**src/rtl/urv_timebase.sv**
```systemverilog
// urv_timebase -- free-running cycle and time counters with a 40-bit timer
// compare register for the machine timer interrupt.
//
// The system clock is divided by N = g_clk_freq_hz / g_time_freq_hz (forced to
// 1 when the quotient is 0) to produce the architectural time rate. All outputs
// are registered, so the CSR read mux can use them directly.
//
// Optional feature macro: URV_TIMEBASE_CMP_EN
//   defined   : compare register and timer interrupt are built.
//   undefined : no compare storage, cmp_* inputs ignored, irq_timer_o tied 0.
//
// Ports:
//   clk_i         in   1  system clock (single domain)
//   rst_i         in   1  synchronous active-high reset
//   dbg_halt_i    in   1  freezes prescaler, time and cycles while high
//   cmp_wr_i      in   1  one-cycle compare write strobe
//   cmp_sel_i     in   1  0: write cmp[31:0], 1: write cmp[39:32]
//   cmp_data_i    in  32  compare write data ([7:0] only for the high half)
//   csr_cycles_o  out 40  cycle counter
//   csr_time_o    out 40  time counter
//   time_tick_o   out  1  high in the first cycle a new time value is visible
//   irq_timer_o   out  1  level timer interrupt (time >= cmp)

module urv_timebase #(
  parameter int unsigned g_clk_freq_hz  = 62500000,
  parameter int unsigned g_time_freq_hz = 1000000,
  parameter logic [39:0] g_cnt_init     = 40'h0
) (
  input  logic        clk_i,
  input  logic        rst_i,
  input  logic        dbg_halt_i,
  input  logic        cmp_wr_i,
  input  logic        cmp_sel_i,
  input  logic [31:0] cmp_data_i,
  output logic [39:0] csr_cycles_o,
  output logic [39:0] csr_time_o,
  output logic        time_tick_o,
  output logic        irq_timer_o
);

  localparam int unsigned N_RAW = g_clk_freq_hz / g_time_freq_hz;
  localparam int unsigned N     = (N_RAW == 0) ? 1 : N_RAW;
  // A 1-bit prescaler is kept for N=1; it simply stays at 0.
  localparam int unsigned PW    = (N > 1) ? $clog2(N) : 1;

  logic [PW-1:0] presc_q;
  logic [39:0]   cycles_q;
  logic [39:0]   time_q;
  logic          tick_q;
  logic          presc_last;

  assign presc_last = (presc_q == PW'(N - 1));

  // Halt takes priority over the terminal prescaler count: no increment and
  // no tick on a halted edge.
  always_ff @(posedge clk_i) begin
    if (rst_i) begin
      presc_q  <= '0;
      cycles_q <= g_cnt_init;
      time_q   <= g_cnt_init;
      tick_q   <= 1'b0;
    end else begin
      tick_q <= !dbg_halt_i && presc_last;
      if (!dbg_halt_i) begin
        cycles_q <= cycles_q + 40'd1;
        if (presc_last) begin
          presc_q <= '0;
          time_q  <= time_q + 40'd1;
        end else begin
          presc_q <= presc_q + PW'(1);
        end
      end
    end
  end

  assign csr_cycles_o = cycles_q;
  assign csr_time_o   = time_q;
  assign time_tick_o  = tick_q;

`ifdef URV_TIMEBASE_CMP_EN
  logic [39:0] cmp_q;
  logic        irq_q;

  // The irq compares registered time against registered cmp, so a write or a
  // tick on edge n is reflected in irq_timer_o after edge n+1.
  always_ff @(posedge clk_i) begin
    if (rst_i) begin
      cmp_q <= '1;
      irq_q <= 1'b0;
    end else begin
      irq_q <= (time_q >= cmp_q);
      if (cmp_wr_i) begin
        if (cmp_sel_i) begin
          cmp_q[39:32] <= cmp_data_i[7:0];
        end else begin
          cmp_q[31:0] <= cmp_data_i;
        end
      end
    end
  end

  assign irq_timer_o = irq_q;
`else
  logic unused_cmp;
  assign unused_cmp  = ^{cmp_wr_i, cmp_sel_i, cmp_data_i};
  assign irq_timer_o = 1'b0;
`endif

endmodule

```
**config.mk**
```make
export PLATFORM = sky130hd
export DESIGN_NAME = urv_timebase
export DESIGN_NICKNAME = d
export VERILOG_FILES = /design/src/rtl/urv_timebase.sv
export SDC_FILE = /design/constraint.sdc
export NUM_CORES = 1
export LEC_CHECK = 0
export CORE_MARGIN = 2
export CORE_UTILIZATION = 51
export DETAILED_ROUTE_END_ITERATION = 6
export GPL_TIMING_DRIVEN = 0
export MAX_ROUTING_LAYER = met4
export PLACE_DENSITY = 0.85
export SYNTH_ARGS = -nofsm -noshare
export SYNTH_HDL_FRONTEND = slang
export SYNTH_SLANG_ARGS = --single-unit
```
**constraint.sdc**
```tcl
create_clock -name clk_i -period 6.5 [get_ports clk_i]
set_input_delay 1.3 -clock clk_i [delete_from_list [all_inputs] [get_ports clk_i]]
set_output_delay 1.3 -clock clk_i [all_outputs]
set_load 0.005 [all_outputs]
```
==> results of run 1 <==
power groups by stage:
stage	Combinational, mW	Clock (mW)	Sequential [mW]
2_1_floorplan	0.0150	0	0.551
4_1_cts	0.0243	0.411	0.539
3_3_place_gp	0.0236	0	0.551
5_1_grt	0.0269	0.440	0.540
3_5_place_dp	0.0242	0	0.551
6_report	0.0241	0.410	0.539
cells in the mapped netlist, types with 2 or more instances:
| library cell | instances | area, um2 |
|---|---|---|
| nor3_1 | 10 | 50.1 |
| buf_1 | 2 | 7.51 |
| or2_2 | 6 | 37.5 |
| ha_1 | 4 | 50.1 |
| nor2b_1 | 4 | 25.0 |
| xnor2_1 | 39 | 342 |
| and4_1 | 11 | 96.3 |
| xor2_1 | 31 | 272 |
| nand2_1 | 25 | 93.8 |
| buf_2 | 4 | 20.0 |
| nand4_1 | 20 | 125 |
| and4b_1 | 2 | 20.0 |
| nand3_1 | 27 | 135 |
| nor2_1 | 79 | 297 |
| clkbuf_1 | 15 | 56.3 |
| nor4_1 | 18 | 113 |
| o21ai_0 | 7 | 35.0 |
| and3_1 | 7 | 43.8 |
| inv_1 | 12 | 45.0 |
| a21oi_1 | 13 | 65.1 |
| or3_1 | 6 | 37.5 |
| and2_1 | 2 | 12.5 |
| dfxtp_1 | 87 | 1740 |
| or4_1 | 7 | 52.6 |
| buf_6 | 2 | 22.5 |
| o31ai_1 | 5 | 37.5 |
| nor4_2 | 4 | 50.1 |
sequential cells by signal (all words and copies together) (netlist names):
name / count
csr_cycles_o: 40
presc_q: 6
time_tick_o: 1
csr_time_o: 40
stage by stage:
stage	total power, mW	hold WS (ps)	setup slack [ps]	std cells
after floorplan	0.566	468	3570	464
after global placement	0.575	465	2740	649
after detailed placement	0.575	491	2690	649
after CTS	0.974	509	3060	665
after global routing	1.01	526	2910	665
final	0.973	510	3070	665
layout by cell type, fill, tap and decap left out, types with 12 or more instances in the layout:
cell type and instances:
dfxtp_1 87, clkdlybuf4s50_1 83, nor2_1 79, xnor2_1 39, xor2_1 31, nand3_1 27
nand2_1 25, nand4_1 20, nor4_1 18, clkbuf_1 16, a21oi_1 13, inv_1 12
per-layer routing:
metal | share of wire | GRT usage | vias up
met2 | 0.50 | 0.386 | 65
li1 | - | - | 1791
met5 | 0 | - | -
met1 | 0.44 | 0.293 | 1754
met4 | 0.022 | 0.0968 | 0
met3 | 0.032 | 0.0395 | 17
path summary, 6_finish.rpt:
kind / start / end / slack, ps
setup / recovery: dbg_halt_i / csr_cycles_o[39] / 3070
hold / removal: csr_time_o[37] / csr_time_o[37] / 510
setup reg to reg: csr_cycles_o[3] / csr_cycles_o[39] / 4020
hold reg to reg: csr_time_o[37] / csr_time_o[37] / 510
layout make-up:
| class | count | area share |
|---|---|---|
| plain buffers | 24 | 0.0218 |
| clock buffers | 10 | 0.0244 |
| clock inverters | 6 | 0.0163 |
| inverters | 12 | 0.00862 |
| multi-input cells | 341 | 0.412 |
| flip-flops and latches | 87 | 0.333 |
| well taps | 102 | 0.0244 |
| repair buffers | 83 | 0.159 |
tightest hold or removal path: stages (launching register included):
cell	delay (ps)
dfxtp_1	340
o31ai_1	70
a21oi_1	50
cell families (layout without fill, tap and decap cells):
kind of cell	count (synthesis)	in the layout	synth area share
AND/OR/NAND/NOR	237	237	0.324
flip-flops	87	87	0.429
XOR/XNOR	70	70	0.151
buffers and inverters	36	135	0.0392
AO/OA/AOI/OAI	27	27	0.0382
adder cells (fa/ha/maj)	4	4	0.0123
multiplexers	2	2	0.00524
other	1	1	0.000924
==> results.md, run 1 <==
* Switch share at 0.220
* Max Cap Violations at 0
* RSZ-0062 raised after global routing: false
* Post-CTS Resized at 0
* LEAKAGE at between 1.5 and 2 nW
* Routed vias at 3627
* Fill cells at 620
* Fin. Hold Viols at 0
* Crit-path max cell delay at 500 ps
* Crit share post-route at 0.528
* Number of global-route vias before repair at between 3000 and 4000
* CP required at slightly below 7000 ps
* Seq cells post-synth at 87
* Setup TNS at 0 ps
* Placement Cell Area at approximately 5000 um2
* GPL Wtd Cong at roughly 0.86
* Commonest register cell after synthesis: dfxtp_1
* Post-Route WL at approximately 9.7 mm
* Post-cts hold buffer count at 0
* Critical path type: input port to flop
* Yosys warnings at 0
* Skew-Pair Late Insertion Delay at approximately 360 ps
* I/O pin cnt at approximately 120
* Die width at around 93 um
* Status: completed
* Largest net degree at the start of global routing at 15
* Placed wire-length estimate at ~7 mm
* CTS tree: yes
* Gate Count Post-Synth at approximately 460
* DRT iter0 DRCs at about 130
* Core area at slightly below 8000 um2
* Cts bufs inserted at 9
* Post-synthesis net count at ~500
* NetSw at 0.214 mW
* Gr usage total at 0.236
* EDFF count, synth at 0
* WP depth at 6
* Critical Path AT at ~3700 ps
* Worst Tran Pin Value at approximately 630 ps
* Setup bufs post-CTS at 0
* Die area at slightly below 9000 um2
* Setup crit start kind: input port
* CTS Sinks at 87
* # rows at 32
* Gr ovfl total at 0
* Starting Density at 0.525
* Synthesized area at a little over 4000 um2
* ANT cells at 0
* # H-tree levels at 3
* Seq pwr share at 0.554
* Internal power at roughly 0.76 mW
* Netlist cell types at between 40 and 50
* Detail-routed via count per cell at between 5 and 6
* Sequential area share after synthesis at 0.429
* Die H at between 90 and 100 um
* Root buf cell: clkbuf_8
* Mean Syn Cell Area at 8.74 um2
* Clock Pin Slew Worst Setup and Hold Paths at around 80 ps
* Nets at around 600
* Crit path capture type: flop
* Slew Viols, Final at 0
* Worst hold path depth at 2
* Count of port buffers added during placement at 83
* Buf/Inv on CP at 1
* Power Density at roughly 190 nW/um2
* Gate power share at 0.025
* Tmin final at around 3400 ps
* Count of final setup violators at 0
* VDD IR-drop max at ~0.11 mV
* FF/Latch Area at between 1500 and 2000 um2
* FFs w/ async S/R, synth at 0
* Detailed Routing Iterations Pass 1 at 4
* Initial antenna violation count at 0
* Fmax at between 200 and 300 MHz
* Footprint of the multi-input gates at approximately 2200 um2
* CP max stage cell: nand4_1
* Drt drc at 0
* R2R cell count at 6
* Share of cells above drive strength 1 at 0.0693
* DR WL/cell at 14.5 um
* Post-route ant nets at 0
* CP cell instances: clkdlybuf4s50_1 > and4b_1 > nand4_1 > nor4b_4 > nor3b_2 > mux2_1
* Min-Delay Path Class: flop to flop
* First-pass GRT wire length at between 15 and 20 mm
* Final core utilization at 0.676
* Worst Skew at 9.23 ps
* Cell family with most CP delay: simple AND/OR/NAND/NOR gates
* Area Growth Syn to Fin at 28.9%
* Clock Power Share at 0.421
* Finished Cell Area at between 5000 and 6000 um2
* Relative slew margins at 0.579
* Clock Path Buffers at 2
* Crit Path Max Fanout at 10
(Power assumes the default switching activity.)
==> run 2, diff against run 1 <==
Settings changed: CORE_UTILIZATION 51 to 43, PLACE_DENSITY 0.85 to 0.77.
Clock period 6.5 ns to 3.13 ns, I/O delays scaled along.
==> run 2 against run 1 <==
Clock power is 100% higher. Sequential power rose by 110%. Power increased by 110%. Combinational power up 110%. Non-clock buffer count is the same. Global-route usage fell by 3.9 points. Cell count is 1.4% higher. Sequential share of layout area shrank 0.064 points. Cell area increased by 0.19%. Critical path depth did not move.
==> results.md, run 2 (synthesis results as in run 1) <==
* Status: completed
* Drt drc at 0
* First-pass GRT wire length at between 15 and 20 mm
* Area Growth Syn to Fin at 29.1%
* Root buf cell: clkbuf_8
* ANT cells at 0
* Skew-Pair Late Insertion Delay at approximately 360 ps
* Initial antenna violation count at 0
* Cell family with most CP delay: simple AND/OR/NAND/NOR gates
* Most common cell after layout, fill and taps aside: dfxtp_1
* Clock Path Buffers at 2
* Total power at approximately 2 mW
* Gr usage total at 0.198
* Placed wire-length estimate at approximately 7.1 mm
* Crit Path Max Fanout at 10
* CTS tree: yes
* Post-cts hold buffer count at 0
* Critical path type: input port to flop
* Largest net degree at the start of global routing at 17
* LEAKAGE at roughly 1.7 nW
* Min-Delay Path Class: flop to flop
* Tmin final at 2770 ps
* CP cell instances: clkdlybuf4s50_1 > and4b_1 > nand4_1 > nor4b_4 > nor3b_2 > mux2_1
* Nets at between 500 and 600
* DR WL/cell at ~14 um
* CP required at ~3400 ps
* Hold path endpoint: csr_time_o[37]
* Die area at slightly above 10000 um2
* Setup TNS at 0 ps
* Fill cells at just over 800
* HP Start: csr_time_o[37]
* Die H at slightly above 100 um
* # rows at 35
* FF-to-FF End: csr_cycles_o[39]
* Detail-routed via count per cell at between 5 and 6
* CP max stage cell: nand4_1
* # H-tree levels at 3
* DRT iter0 DRCs at ~140
* Number of global-route vias before repair at around 3400
* Post-CTS Resized at 0
* Commonest non-fill, non-tap cells in the layout: dfxtp_1, clkdlybuf4s50_1, nor2_1
* CTS Sinks at 87
* Starting Density at 0.441
* VDD IR-drop max at ~0.26 mV
* Worst hold path depth at 2
* Setup crit start kind: input port
* Crit path capture type: flop
* Count of port buffers added during placement at between 80 and 90
* Routed vias at ~3600
* Worst Skew at about 14 ps
* Reg-to-reg slack, setup at 630 ps
* Crit share post-route at 0.884
* Fin. Hold Viols at 0
* Fmax at between 300 and 400 MHz
* Cts bufs inserted at 9
* Crit-path max cell delay at about 510 ps
* Gr ovfl total at 0
* RSZ-0062 raised after global routing: false
* Relative slew margins at 0.563
* Setup bufs post-CTS at 0
* Final core utilization at 0.570
* Critical Path AT at about 3000 ps
* Die width at 101 um
* Detailed Routing Iterations Pass 1 at 4
* I/O pin cnt at 119
* Core area at ~9200 um2
* Count of final setup violators at 0
* Slew Viols, Final at 0
* R2R cell count at 6
* Post-Route WL at roughly 9.6 mm
* Clock Pin Slew Worst Setup and Hold Paths at roughly 90 ps
* Final Hold Slack at 498 ps
* Worst Tran Pin Value at between 600 and 700 ps
* Worst Setup SP: dbg_halt_i
* RR Startpoint: csr_cycles_o[3]
* Max Cap Violations at 0
* Power Density at 382 nW/um2
* Buf/Inv on CP at 1
* Share of cells above drive strength 1 at 0.0710
* GPL Wtd Cong at around 0.87
* Post-route ant nets at 0
## run 2: cell count changes in the layout (fill, tap and decap cells not counted), sizes merged
cell      change
clkinv        -1
bufinv        -1
clkinvlp      -2
inv           +4
## run 2: how the worst max path moves through the flow
stage                                   to  depth (start not counted)  slack (ps)
after floorplan           csr_cycles_o[39]                          5         870
after global placement    csr_cycles_o[39]                          6          10
after detailed placement  csr_cycles_o[39]                          6         -30
after CTS                 csr_cycles_o[39]                          6         360
after global routing      csr_cycles_o[39]                          6         240
final                     csr_cycles_o[39]                          6         360
## run 2: report_power, final
group / internal [mW] / total, mW / switching, mW
clock: 0.404 / 0.833 / 0.429
combinational: 0.0191 / 0.0509 / 0.0318
sequential: 1.11 / 1.12 / 0.00769
## run 2: metrics by stage
step           cell area [um2]  setup slack [ps]  cells
4_1_cts                   5240               359    674
5_1_grt                   5240               242    674
3_3_place_gp              5030              13.9    658
3_5_place_dp              5030             -29.4    658
6_report                  5240               362    674
2_1_floorplan             4060               873    464
## run 2: layer usage
metal | GRT usage | vias to the layer above | share of wire
met5 | - | - | 0
met4 | 0.0634 | 0 | 0.0089
met3 | 0.0381 | 10 | 0.024
met2 | 0.317 | 60 | 0.51
met1 | 0.252 | 1714 | 0.46
li1 | - | 1792 | -
## run 2: worst reg2reg max path, stage by stage (launching register included)
cell	delay (ps)
dfxtp_1	420
and4_1	220
buf_2	180
nand4_1	500
nor4b_4	480
nor3b_2	240
mux2_1	350
## run 2: area by class of cell
type,count,area [um2],area share
repair buffers,83,831,0.159
well taps,111,139,0.0265
inverters,12,45.0,0.00860
clock inverters,6,73.8,0.0141
flip-flops and latches,87,1740,0.333
multi-input cells,341,2160,0.412
plain buffers,24,114,0.0217
clock buffers,10,138,0.0263
